--- config.mk ---
export PLATFORM = sky130hd
export DESIGN_NAME = branch_resolve_ctrl
export DESIGN_NICKNAME = d
export VERILOG_FILES = /design/src/rtl/branch_resolve_ctrl_pkg.sv /design/src/rtl/branch_resolve_ctrl_sat_counter.sv /design/src/rtl/branch_resolve_ctrl.sv
export SDC_FILE = /design/constraint.sdc
export NUM_CORES = 1
export LEC_CHECK = 0
export CAP_MARGIN = 30
export CORE_MARGIN = 8
export CORE_UTILIZATION = 30
export CTS_BUF_LIST = sky130_fd_sc_hd__clkbuf_16
export CTS_CLUSTER_SIZE = 10
export DETAILED_ROUTE_END_ITERATION = 6
export PLACE_DENSITY = 0.6
export SLEW_MARGIN = 20
export SYNTH_ARGS = -nofsm -noshare
export SYNTH_HDL_FRONTEND = slang
export SYNTH_SLANG_ARGS = --single-unit
--- constraint.sdc ---
create_clock -name clk -period 1.9 [get_ports clk]
set_clock_uncertainty 0.2 [all_clocks]
set_input_delay 0.38 -clock clk [delete_from_list [all_inputs] [get_ports clk]]
set_output_delay 0.38 -clock clk [all_outputs]
set_load 0.005 [all_outputs]
--- src/rtl/branch_resolve_ctrl_pkg.sv ---
// branch_resolve_ctrl_pkg
//   Shared definitions for the branch resolve controller and the comparison
//   unit beside it: BCU compare codes, a code-valid predicate and the
//   controller state encoding.
package branch_resolve_ctrl_pkg;

    // Compare codes understood by the branch comparison unit. 0..11 are
    // legal; 12..15 are unused and flagged as bad by the controller.
    localparam logic [3:0] BCU_EQ  = 4'h0;
    localparam logic [3:0] BCU_NE  = 4'h1;
    localparam logic [3:0] BCU_LT  = 4'h2;
    localparam logic [3:0] BCU_GE  = 4'h3;
    localparam logic [3:0] BCU_LTU = 4'h4;
    localparam logic [3:0] BCU_GEU = 4'h5;
    localparam logic [3:0] BCU_GT  = 4'h6;
    localparam logic [3:0] BCU_LE  = 4'h7;
    localparam logic [3:0] BCU_GTU = 4'h8;
    localparam logic [3:0] BCU_LEU = 4'h9;
    localparam logic [3:0] BCU_AL  = 4'hA;
    localparam logic [3:0] BCU_NV  = 4'hB;

    // True for any of the twelve defined compare codes.
    function automatic logic bcu_code_valid(input logic [3:0] code);
        return (code <= BCU_NV);
    endfunction

    typedef enum logic [1:0] {
        BRC_IDLE     = 2'd0,
        BRC_WAIT     = 2'd1,
        BRC_RESOLVE  = 2'd2,
        BRC_REDIRECT = 2'd3
    } brc_state_e;

endpackage

--- src/rtl/branch_resolve_ctrl_sat_counter.sv ---
// sat_counter
//   Up counter that sticks at all-ones instead of wrapping.
//   clk_i  - clock
//   rst_i  - synchronous active-high clear
//   inc_i  - count enable (one step per cycle)
//   cnt_o  - current count
module sat_counter #(
    parameter int W = 16
) (
    input  logic         clk_i,
    input  logic         rst_i,
    input  logic         inc_i,
    output logic [W-1:0] cnt_o
);

    logic [W-1:0] cnt_q;
    logic [W-1:0] cnt_d;

    always_comb begin
        cnt_d = cnt_q;
        if (inc_i && (cnt_q != {W{1'b1}})) begin
            cnt_d = cnt_q + 1'b1;
        end
    end

    always_ff @(posedge clk_i) begin
        if (rst_i) begin
            cnt_q <= '0;
        end else begin
            cnt_q <= cnt_d;
        end
    end

    assign cnt_o = cnt_q;

endmodule

--- src/rtl/branch_resolve_ctrl.sv ---
// branch_resolve_ctrl
//   Sequences the branch comparison unit from the decode stage. A branch in
//   ID is captured, IF/ID is stalled until forwarded operands are ready, the
//   comparison unit is driven for one resolve cycle and a taken result
//   produces a one-cycle PC redirect plus IF flush.
//   Inputs : clk, rst (sync, active high), id_valid, id_is_branch,
//            id_bcu_ctrl, id_target, ops_ready, bcu_branch
//   Outputs: bcu_ctrl, stall_ifid, flush_if, redirect_valid, redirect_target,
//            branch_cnt, taken_cnt (saturating), bad_ctrl, wait_timeout
//            (both sticky until reset)
module branch_resolve_ctrl
    import branch_resolve_ctrl_pkg::*;
#(
    parameter int MAX_WAIT = 8,
    parameter int CNT_W    = 16
) (
    input  logic             clk,
    input  logic             rst,
    input  logic             id_valid,
    input  logic             id_is_branch,
    input  logic [3:0]       id_bcu_ctrl,
    input  logic [31:0]      id_target,
    input  logic             ops_ready,
    input  logic             bcu_branch,
    output logic [3:0]       bcu_ctrl,
    output logic             stall_ifid,
    output logic             flush_if,
    output logic             redirect_valid,
    output logic [31:0]      redirect_target,
    output logic [CNT_W-1:0] branch_cnt,
    output logic [CNT_W-1:0] taken_cnt,
    output logic             bad_ctrl,
    output logic             wait_timeout
);

    brc_state_e  state_q;
    logic [3:0]  code_q;
    logic [31:0] tgt_q;
    logic [7:0]  wait_q;
    logic [3:0]  bcu_ctrl_q;
    logic        redirect_q;
    logic [31:0] rtgt_q;
    logic        bad_q;
    logic        timeout_q;

    logic detect;
    logic resolving;
    logic code_ok;
    logic taken;

    assign detect    = id_valid & id_is_branch;
    assign resolving = (state_q == BRC_RESOLVE);
    assign code_ok   = bcu_code_valid(code_q);
    // An invalid code never redirects, whatever the comparison unit says.
    assign taken     = resolving & code_ok & bcu_branch;

    always_ff @(posedge clk) begin
        if (rst) begin
            state_q    <= BRC_IDLE;
            code_q     <= '0;
            tgt_q      <= '0;
            wait_q     <= '0;
            bcu_ctrl_q <= '0;
            redirect_q <= 1'b0;
            rtgt_q     <= '0;
            bad_q      <= 1'b0;
            timeout_q  <= 1'b0;
        end else begin
            redirect_q <= 1'b0;
            case (state_q)
                BRC_IDLE: begin
                    if (detect) begin
                        code_q <= id_bcu_ctrl;
                        tgt_q  <= id_target;
                        wait_q <= '0;
                        if (ops_ready) begin
                            // bcu_ctrl is loaded on entry so it is valid
                            // for the whole resolve cycle.
                            bcu_ctrl_q <= id_bcu_ctrl;
                            state_q    <= BRC_RESOLVE;
                        end else begin
                            state_q <= BRC_WAIT;
                        end
                    end
                end
                BRC_WAIT: begin
                    if (ops_ready) begin
                        bcu_ctrl_q <= code_q;
                        state_q    <= BRC_RESOLVE;
                    end else begin
                        if (wait_q != 8'hFF) begin
                            wait_q <= wait_q + 8'd1;
                        end
                        // Still not ready after MAX_WAIT wait cycles: flag it
                        // but keep waiting.
                        if ((int'(wait_q) + 1) >= MAX_WAIT) begin
                            timeout_q <= 1'b1;
                        end
                    end
                end
                BRC_RESOLVE: begin
                    if (!code_ok) begin
                        bad_q <= 1'b1;
                    end
                    if (taken) begin
                        redirect_q <= 1'b1;
                        rtgt_q     <= tgt_q;
                        state_q    <= BRC_REDIRECT;
                    end else begin
                        state_q <= BRC_IDLE;
                    end
                end
                // A branch in ID now is squashed by flush_if, so it is ignored.
                BRC_REDIRECT: state_q <= BRC_IDLE;
                default:      state_q <= BRC_IDLE;
            endcase
        end
    end

    sat_counter #(.W(CNT_W)) u_branch_cnt (
        .clk_i (clk),
        .rst_i (rst),
        .inc_i (resolving),
        .cnt_o (branch_cnt)
    );

    sat_counter #(.W(CNT_W)) u_taken_cnt (
        .clk_i (clk),
        .rst_i (rst),
        .inc_i (taken),
        .cnt_o (taken_cnt)
    );

    // The detect term is combinational so IF/ID holds in the same cycle the
    // branch is seen; it cannot overlap a redirect (state is IDLE then).
    assign stall_ifid      = (state_q == BRC_WAIT) | resolving |
                             ((state_q == BRC_IDLE) & detect);
    assign bcu_ctrl        = bcu_ctrl_q;
    assign flush_if        = redirect_q;
    assign redirect_valid  = redirect_q;
    assign redirect_target = rtgt_q;
    assign bad_ctrl        = bad_q;
    assign wait_timeout    = timeout_q;

endmodule

==> flow_summary.json, run 1 <==
{
  "synth.avg_cell_area_um2": 8.23,
  "fill_cells": 1603,
  "placed_area_um2": 6760,
  "worstSetupPathType": "reg -> out",
  "via_per_inst": 4.95,
  "crit_fanout": 4,
  "hold_slack_ns": 0.0527,
  "antenna_found_initial": 0,
  "grt_usage": 0.146,
  "preCtsSetupSlack_ns": -0.332,
  "finalWeightedCongestion": 0.807,
  "ir_drop_mv": 0.669,
  "critical_path_required_ns": 1.32,
  "slowest_stage": "dfxtp_4",
  "syn_inst": 600,
  "worstSetupStartpointType": "flop",
  "layout_setup_ws_ns": -0.0302,
  "die_w_um": 144,
  "max_stage_delay_ns": 0.36,
  "worstPathCellList": "inv_2, ha_2, nand3_2, nand2b_4, buf_2",
  "yosysUniqueCellTypes": 52,
  "period_share": 1.02,
  "grt.overflow.total": 0,
  "cts.sinks": 117,
  "fin_crit_ns": 1.93,
  "die_h_um": 144,
  "crit_path_end_kind": "primary output",
  "synth_edf_count": 0,
  "htree_levels": 4,
  "hold_start": "rst",
  "io_buffers": 114,
  "drcViolationCount": 0,
  "cts_tree": "built",
  "violations": "negative setup slack",
  "hpwl_um": 10800,
  "cellPowerDensity_nw_per_um2": 991,
  "synth_async_sr_flop_share": 0,
  "r2r_start": "state_q[0]$_SDFFE_PP0P_",
  "critPathLaunch": "state_q[1]$_SDFFE_PP0P_",
  "grt_max_degree": 66,
  "worst_pin_slew_ns": 0.421,
  "syn-cell-area_um2": 4940,
  "num_rows": 47,
  "cts_buffers": 17,
  "outcome": "finished, violations left",
  "wl_um": 15300,
  "power.leakage_nw": 3.11,
  "rsz0062_at_grt": "true",
  "drv_slew": 0,
  "yosysSeqAreaShare": 0.475,
  "drv_cap": 0,
  "grt_pass1_vias": 4902,
  "fmax_mhz": 518,
  "synth_top_area_share": 0.475,
  "clock_tree.buffer_depth": 2,
  "fin_area_um2": 7620,
  "die_area_um2": 20800,
  "nNetsFinal": 823,
  "ioPinCount": 115,
  "drt-pass1-iter-count": 4,
  "path_delay_family": "flip-flops",
  "num_vias": 4991,
  "syn_nets": 648,
  "grt_pass1_wl_um": 23800,
  "cts_root_buf": "clkbuf_16",
  "drive_gt1_frac": 0.212,
  "drtIter0Drc": 212,
  "core_um2": 16300,
  "yosysWarnings": 0,
  "synth_area_leaders": "dfxtp_1 (47%), nand2_1 (12%), a21oi_1 (9.3%), clkbuf_1 (2.1%), o31ai_1 (2.0%)",
  "wl_per_cell_um": 15.1,
  "instances_no_fill": 1008,
  "critPathArrivalTime_ns": 1.35,
  "holdBufCountCts": 0,
  "hold_viol_final": 0,
  "setup_viol_count_final": 1,
  "insertion_delay_ns": 0.41,
  "yosys.area.top_type": "dfxtp_1",
  "crit_buf_inv": 2,
  "n_antenna_cell": 0,
  "clk_pin_slew_ns": 0.05,
  "drtAntennaViolNets": 0,
  "yosys_register_bits": 117,
  "dp.cells": 964,
  "synth-main-ff-cell": "dfxtp_1",
  "slew_headroom": 0.717,
  "synthToLayoutAreaGrowth_pct": 54.3,
  "initial_core_util": 0.302,
  "hp-class": "in -> reg"
}
## worst register-to-register path, stage by stage (launching register included)
cell,delay (ns)
dfxtp_2,0.32
inv_2,0.07
ha_4,0.15
and2_4,0.18
nand4_1,0.24
or4_1,0.53
a21oi_1,0.14
## synth_stat cells (all sizes together) (8+ instances only)
cell type and count:
nand2 160, o31ai 13, or4 13, or3 8, inv 8, dfxtp 117, a21oi 92, nor2 16
nand3 14, buf 12, clkbuf 28, nand4 8, o21ai 9
## through the flow
stage	power, mW	TNS (ns)	util
3_3_place_gp	4.01	-15.00	0.414
2_1_floorplan	3.45	-0.0544	-
4_1_cts	7.54	-0.0590	0.455
6_report	7.55	-0.0302	0.466
3_5_place_dp	4.03	-17.36	0.414
5_1_grt	7.89	-0.500	0.466
## placed cells by master (no fill, tap or decap), drive strengths merged, types with 6 or more instances in the layout
master / instances
buf: 83
dlygate4sd2: 30
inv: 11
a21oi: 92
clkbuf: 17
dfxtp: 117
ha: 6
clkdlybuf4s50: 74
mux2i: 6
o41ai: 7
and3: 6
and4: 7
and2: 7
o31ai: 13
nor3: 7
mux2: 6
o21ai: 9
or3: 8
nand2: 160
nand3: 14
or4: 13
dlymetal6s2s: 8
nand4: 8
nor2: 16
## power by group
| part | total [mW] | leakage, nW | switching (mW) | internal, mW |
|---|---|---|---|---|
| logic | 1.40 | 1.84 | 0.701 | 0.700 |
| clock network | 3.46 | 0.313 | 1.15 | 2.31 |
| registers | 2.69 | 0.956 | 0.0890 | 2.60 |
| total | 7.55 | 3.11 | 1.94 | 5.61 |
## registers in the layout, summed over array words and instances (netlist names)
signal	cells
u_taken_cnt.cnt_o	16
wait_timeout	1
wait_q	8
tgt_q	32
state_q	2
bad_ctrl	1
flush_if	1
code_q	4
bcu_ctrl	4
redirect_target	32
u_branch_cnt.cnt_o	16
## timing repair
item | CTS | global route
cloned | 0 | 1
pin swaps | 0 | 13
buffers inserted | 3 | 8
endpoints found under the setup margin | 84 | 55
resized for setup | 59 | 36
## cell type report
type                       count  area, µm²  share of cell area
tap                          220        275              0.0361
clock inverter                15        213              0.0279
multi-input combinational    436       2520               0.331
inverter                       8       30.0             0.00394
sequential                   117       2370               0.311
timing repair buffer         195       1780               0.234
clock buffer                  17        425              0.0558
## metal layers
metal  track usage  share of wire
met5             0              0
met4        0.0657          0.017
met3        0.0403          0.049
met2         0.256           0.51
met1         0.161           0.43
## cell families (layout without fill, tap and decap cells)
kind of cell / after synthesis / in the layout / synth area share
compound gates: 152 / 152 / 0.189
xor+xnor: 5 / 5 / 0.00887
fa+ha+maj: 6 / 6 / 0.0152
buf+inv: 48 / 235 / 0.0390
flops: 117 / 117 / 0.475
mux: 12 / 12 / 0.0259
simple gates: 260 / 261 / 0.247
## worst paths after layout
path | slack, ns | endpoint | cells past startpoint
setup / recovery | -0.03 | stall_ifid | 5
setup reg to reg | 0 | u_taken_cnt.cnt_o[12]$_SDFFE_PP0P_ | 6
hold reg to reg | 0.24 | redirect_target[11]$_SDFFE_PP0P_ | 2
hold / removal | 0.05 | bad_ctrl$_SDFFE_PP0P_ | 2
No activity file was read; power rests on OpenSTA's default activity.
==> inputs of run 2 (changes only) <==
--- a/config.mk
+++ b/config.mk
@@ -8,7 +8,6 @@
 export CAP_MARGIN = 30
 export CORE_MARGIN = 8
 export CORE_UTILIZATION = 30
-export CTS_BUF_LIST = sky130_fd_sc_hd__clkbuf_16
 export CTS_CLUSTER_SIZE = 10
 export DETAILED_ROUTE_END_ITERATION = 6
 export PLACE_DENSITY = 0.6
==> flow_summary.json, run 2 (synthesis gave the netlist of run 1 again) <==
{
  "drive_gt1_frac": 0.207,
  "critical_path_required_ns": 2.05,
  "preCtsSetupSlack_ns": -0.332,
  "cellPowerDensity_nw_per_um2": 1000,
  "rsz0062_at_grt": "true",
  "worst_pin_slew_ns": 0.423,
  "num_vias": 4980,
  "grt_max_degree": 66,
  "grt_pass1_vias": 4888,
  "htree_levels": 4,
  "outcome": "finished, violations left",
  "cts_buffers": 17,
  "wl_um": 15200,
  "io_buffers": 114,
  "worstSetupStartpointType": "flop",
  "power.leakage_nw": 3.19,
  "die_w_um": 144,
  "drcViolationCount": 0,
  "drv_cap": 0,
  "synthToLayoutAreaGrowth_pct": 54.9,
  "crit_fanout": 6,
  "insertion_delay_ns": 0.41,
  "clk_pin_slew_ns": 0.06,
  "worstSetupPathType": "reg -> reg",
  "cts.sinks": 117,
  "cts_root_buf": "clkbuf_16",
  "violations": "negative setup slack",
  "fin_crit_ns": 1.90,
  "num_rows": 47,
  "core_um2": 16300,
  "wl_per_cell_um": 15.1,
  "fmax_mhz": 526,
  "slowest_stage": "or4_1",
  "hold_viol_final": 0,
  "grt_usage": 0.146,
  "crit_path_end_kind": "flop",
  "clock_tree.buffer_depth": 2,
  "total_power_mw": 7.68,
  "antenna_found_initial": 0,
  "fin_area_um2": 7650,
  "die_h_um": 144,
  "setup_tns_ns": -0.00179,
  "utilization": 0.468,
  "n_antenna_cell": 0,
  "ir_drop_mv": 0.667,
  "placed_area_um2": 6760,
  "layout_setup_ws_ns": -0.00130,
  "hold_slack_ns": 0.0550,
  "nNetsFinal": 823,
  "drt-pass1-iter-count": 4,
  "hp-class": "in -> reg",
  "period_share": 1.00,
  "hpwl_um": 10800,
  "drv_slew": 0,
  "grt_pass1_wl_um": 23700,
  "max_stage_delay_ns": 0.53,
  "final_cell_mix": "nand2_1 (159), dfxtp_1 (100), a21oi_1 (91), buf_4 (75), clkdlybuf4s50_1 (70)",
  "grt.overflow.total": 0,
  "dp.cells": 964,
  "setup_viol_count_final": 2,
  "holdBufCountCts": 0,
  "cts_tree": "built",
  "hold_depth": 2,
  "worstPathCellList": "inv_4, ha_4, and2_4, nand4_1, or4_1, a21oi_1",
  "initial_core_util": 0.302,
  "die_area_um2": 20800,
  "instances_no_fill": 1008,
  "finalWeightedCongestion": 0.807,
  "ioPinCount": 115,
  "drtAntennaViolNets": 0,
  "via_per_inst": 4.94,
  "drtIter0Drc": 218,
  "r2r_cells": 6,
  "slew_headroom": 0.716,
  "critPathArrivalTime_ns": 2.05,
  "final_common_cell": "nand2_1"
}
-- run 2: cell count changes in the layout (fill, tap and decap cells not counted), moves of 2 or more --
cell	delta
clkdlybuf4s50_1	-4
dlymetal6s2s_1	+4
a21oi_1	+3
a21oi_2	-3
clkbuf_1	+2
inv_1	-2
inv_2	-2
inv_4	+2
-- run 2: critical path, delay by kind of cell, from the launching register on --
family	cells	cell delay, ns
AND/OR/NAND/NOR	3	0.94
AO/OA/AOI/OAI	1	0.14
buffers and inverters	1	0.07
adder cells (fa/ha/maj)	1	0.15
flip-flops	1	0.33
-- run 2: timing repair --
action,in CTS,in global routing
buffers inserted,3,9
resized for setup,60,38
setup endpoints to repair,85,60
pin swaps,0,16
endpoints found under the hold margin,0,0
-- run 2: layout make-up --
class | count | area (µm²)
inverter | 8 | 35.0
fill | 1599 | 8700
timing repair buffer | 196 | 1800
multi-input combinational | 435 | 2510
sequential | 117 | 2370
clock inverter | 12 | 201
tap | 220 | 275
clock buffer | 20 | 447
-- run 2: worst paths after layout --
kind,startpoint,endpoint,slack (ns)
min,rst,bad_ctrl$_SDFFE_PP0P_,0.05
max,state_q[0]$_SDFFE_PP0P_,u_taken_cnt.cnt_o[12]$_SDFFE_PP0P_,-0.001
max reg2reg,state_q[0]$_SDFFE_PP0P_,u_taken_cnt.cnt_o[12]$_SDFFE_PP0P_,-0.001
min reg2reg,tgt_q[11]$_SDFFE_PP0P_,redirect_target[11]$_SDFFE_PP0P_,0.24
-- run 2: per-layer routing --
metal	GRT usage	vias up	part of all wire
met1	0.161	2363	0.42
met3	0.0413	22	0.053
met5	0	-	0
met2	0.256	121	0.51
met4	0.0657	0	0.016
li1	-	2474	-
-- run 2: report_power, final --
group	total, mW	internal, mW	switching (mW)
Combinational	1.47	0.751	0.719
Sequential	2.70	2.60	0.0938
Clock	3.51	2.36	1.15
==> inputs of run 3 (changes only) <==
--- a/config.mk
+++ b/config.mk
@@ -6,7 +6,7 @@
 export NUM_CORES = 1
 export LEC_CHECK = 0
 export CAP_MARGIN = 30
-export CORE_MARGIN = 8
+export CORE_MARGIN = 2
 export CORE_UTILIZATION = 30
 export CTS_CLUSTER_SIZE = 10
 export DETAILED_ROUTE_END_ITERATION = 6
==> flow_summary.json, run 3 (synthesis gave the netlist of run 1 again) <==
{
  "drv_slew": 0,
  "r2r_cells": 6,
  "p_int_mw": 5.34,
  "cts_tree": "built",
  "critical_path_required_ns": 2.05,
  "via_per_inst": 4.95,
  "nNetsFinal": 821,
  "ioPinCount": 115,
  "final_common_cell": "nand2_1",
  "dp.cells": 964,
  "power.leakage_nw": 3.10,
  "drtIter0Drc": 247,
  "antenna_found_initial": 0,
  "setup_tns_ns": -0.218,
  "grt_pass1_wl_um": 23200,
  "layout_setup_ws_ns": -0.0699,
  "instances_no_fill": 1002,
  "drive_gt1_frac": 0.238,
  "placed_area_um2": 6790,
  "cts_buffers": 17,
  "total_power_mw": 7.37,
  "fin_crit_ns": 1.97,
  "hpwl_um": 10100,
  "switching_power_mw": 2.02,
  "period_share": 1.04,
  "outcome": "finished, violations left",
  "initial_core_util": 0.308,
  "cts.sinks": 117,
  "core_um2": 16000,
  "die_w_um": 132,
  "drtAntennaViolNets": 0,
  "io_buffers": 114,
  "utilization": 0.481,
  "drv_cap": 0,
  "fill_cells": 1553,
  "grt_usage": 0.164,
  "violations": "negative setup slack",
  "critPathArrivalTime_ns": 2.12,
  "hold_slack_ns": 0.248,
  "wl_per_cell_um": 14.5,
  "synthToLayoutAreaGrowth_pct": 55.8,
  "crit_path_end_kind": "flop",
  "clock_tree.buffer_depth": 2,
  "num_rows": 46,
  "fin_area_um2": 7690,
  "clk_pin_slew_ns": 0.06,
  "rsz0062_at_grt": "true",
  "worstSetupPathType": "reg -> reg",
  "grt_pass1_vias": 4857,
  "die_h_um": 132,
  "setup_viol_count_final": 6,
  "grt_max_degree": 51,
  "pwr-share-comb": 0.206,
  "htree_levels": 4,
  "fmax_mhz": 508,
  "die_area_um2": 17500,
  "grt.overflow.total": 0,
  "worst_pin_slew_ns": 0.503,
  "finalWeightedCongestion": 0.788,
  "final_cell_mix": "nand2_1 (158), dfxtp_1 (93), a21oi_1 (85), clkdlybuf4s50_1 (77), buf_4 (68)",
  "clkPwrFrac": 0.430,
  "insertion_delay_ns": 0.42,
  "drcViolationCount": 0,
  "crit_fanout": 4,
  "p_sw_frac": 0.275,
  "cts_root_buf": "clkbuf_16",
  "wl_um": 14500,
  "num_vias": 4964,
  "hold_viol_final": 0,
  "drt-pass1-iter-count": 4,
  "ir_drop_mv": 0.654,
  "hold_depth": 2,
  "preCtsSetupSlack_ns": -0.404,
  "p_seq_frac": 0.364,
  "slew_headroom": 0.665,
  "worstSetupStartpointType": "flop",
  "cellPowerDensity_nw_per_um2": 958,
  "n_antenna_cell": 0,
  "hp-class": "reg -> reg"
}
==> run 3: changes by cell type in the layout (fill, tap and decap cells not counted), moves of 3 or more <==
cell             delta
dfxtp_2             +7
bufinv_16           -3
dfxtp_1             -7
dlymetal6s2s_1      -5
buf_6               +4
a21oi_1             -6
a21oi_2             +6
clkdlybuf4s50_1     +7
buf_4               -7
==> run 3: final timing paths <==
path / end / slack [ns] / start
setup / recovery: u_branch_cnt.cnt_o[13]$_SDFFE_PP0P_ / -0.07 / u_branch_cnt.cnt_o[10]$_SDFFE_PP0P_
hold / removal: redirect_target[13]$_SDFFE_PP0P_ / 0.25 / tgt_q[13]$_SDFFE_PP0P_
setup reg to reg: u_branch_cnt.cnt_o[13]$_SDFFE_PP0P_ / -0.07 / u_branch_cnt.cnt_o[10]$_SDFFE_PP0P_
hold reg to reg: redirect_target[13]$_SDFFE_PP0P_ / 0.25 / tgt_q[13]$_SDFFE_PP0P_
==> run 3: repair_timing <==
action	in CTS	in global routing
pin swaps	7	15
gates resized for setup	73	51
hold buffers	1	0
endpoints found under the setup margin	100	79
hold endpoints to repair	1	0
setup buffers	5	2
==> run 3: power by group through the flow <==
stage | Combinational (mW) | Sequential (mW) | Clock (mW)
after floorplan | 0.724 | 2.73 | 0
after global placement | 1.34 | 2.73 | 0
after detailed placement | 1.35 | 2.73 | 0
after CTS | 1.47 | 2.68 | 3.23
after global routing | 1.65 | 2.70 | 3.33
final | 1.52 | 2.69 | 3.17
==> run 3: area by class of cell <==
cell class	count	area [µm²]	share of cell area
multi-input cells	435	2620	0.341
flip-flops and latches	117	2380	0.310
repair buffers	194	1800	0.234
clock buffers	18	439	0.0571
well taps	216	270	0.0352
clock inverters	14	151	0.0197
inverters	8	30.0	0.00391
==> run 3: worst max-delay path, cell delays in order, from the launching register on <==
cell and delay (ns):
dfxtp_2 0.32, buf_4 0.13, and4_1 0.16, a311o_1 0.40
buf_4 0.16, or4_1 0.46, nand2_1 0.08
==> run 3: layer usage <==
metal  part of all wire  global-route usage  vias up
met5                  0                   0        -
met4              0.015              0.0645        0
met3              0.044              0.0423       16
met2               0.49               0.282      104
met1               0.45               0.195     2375
li1                   -                   -     2469
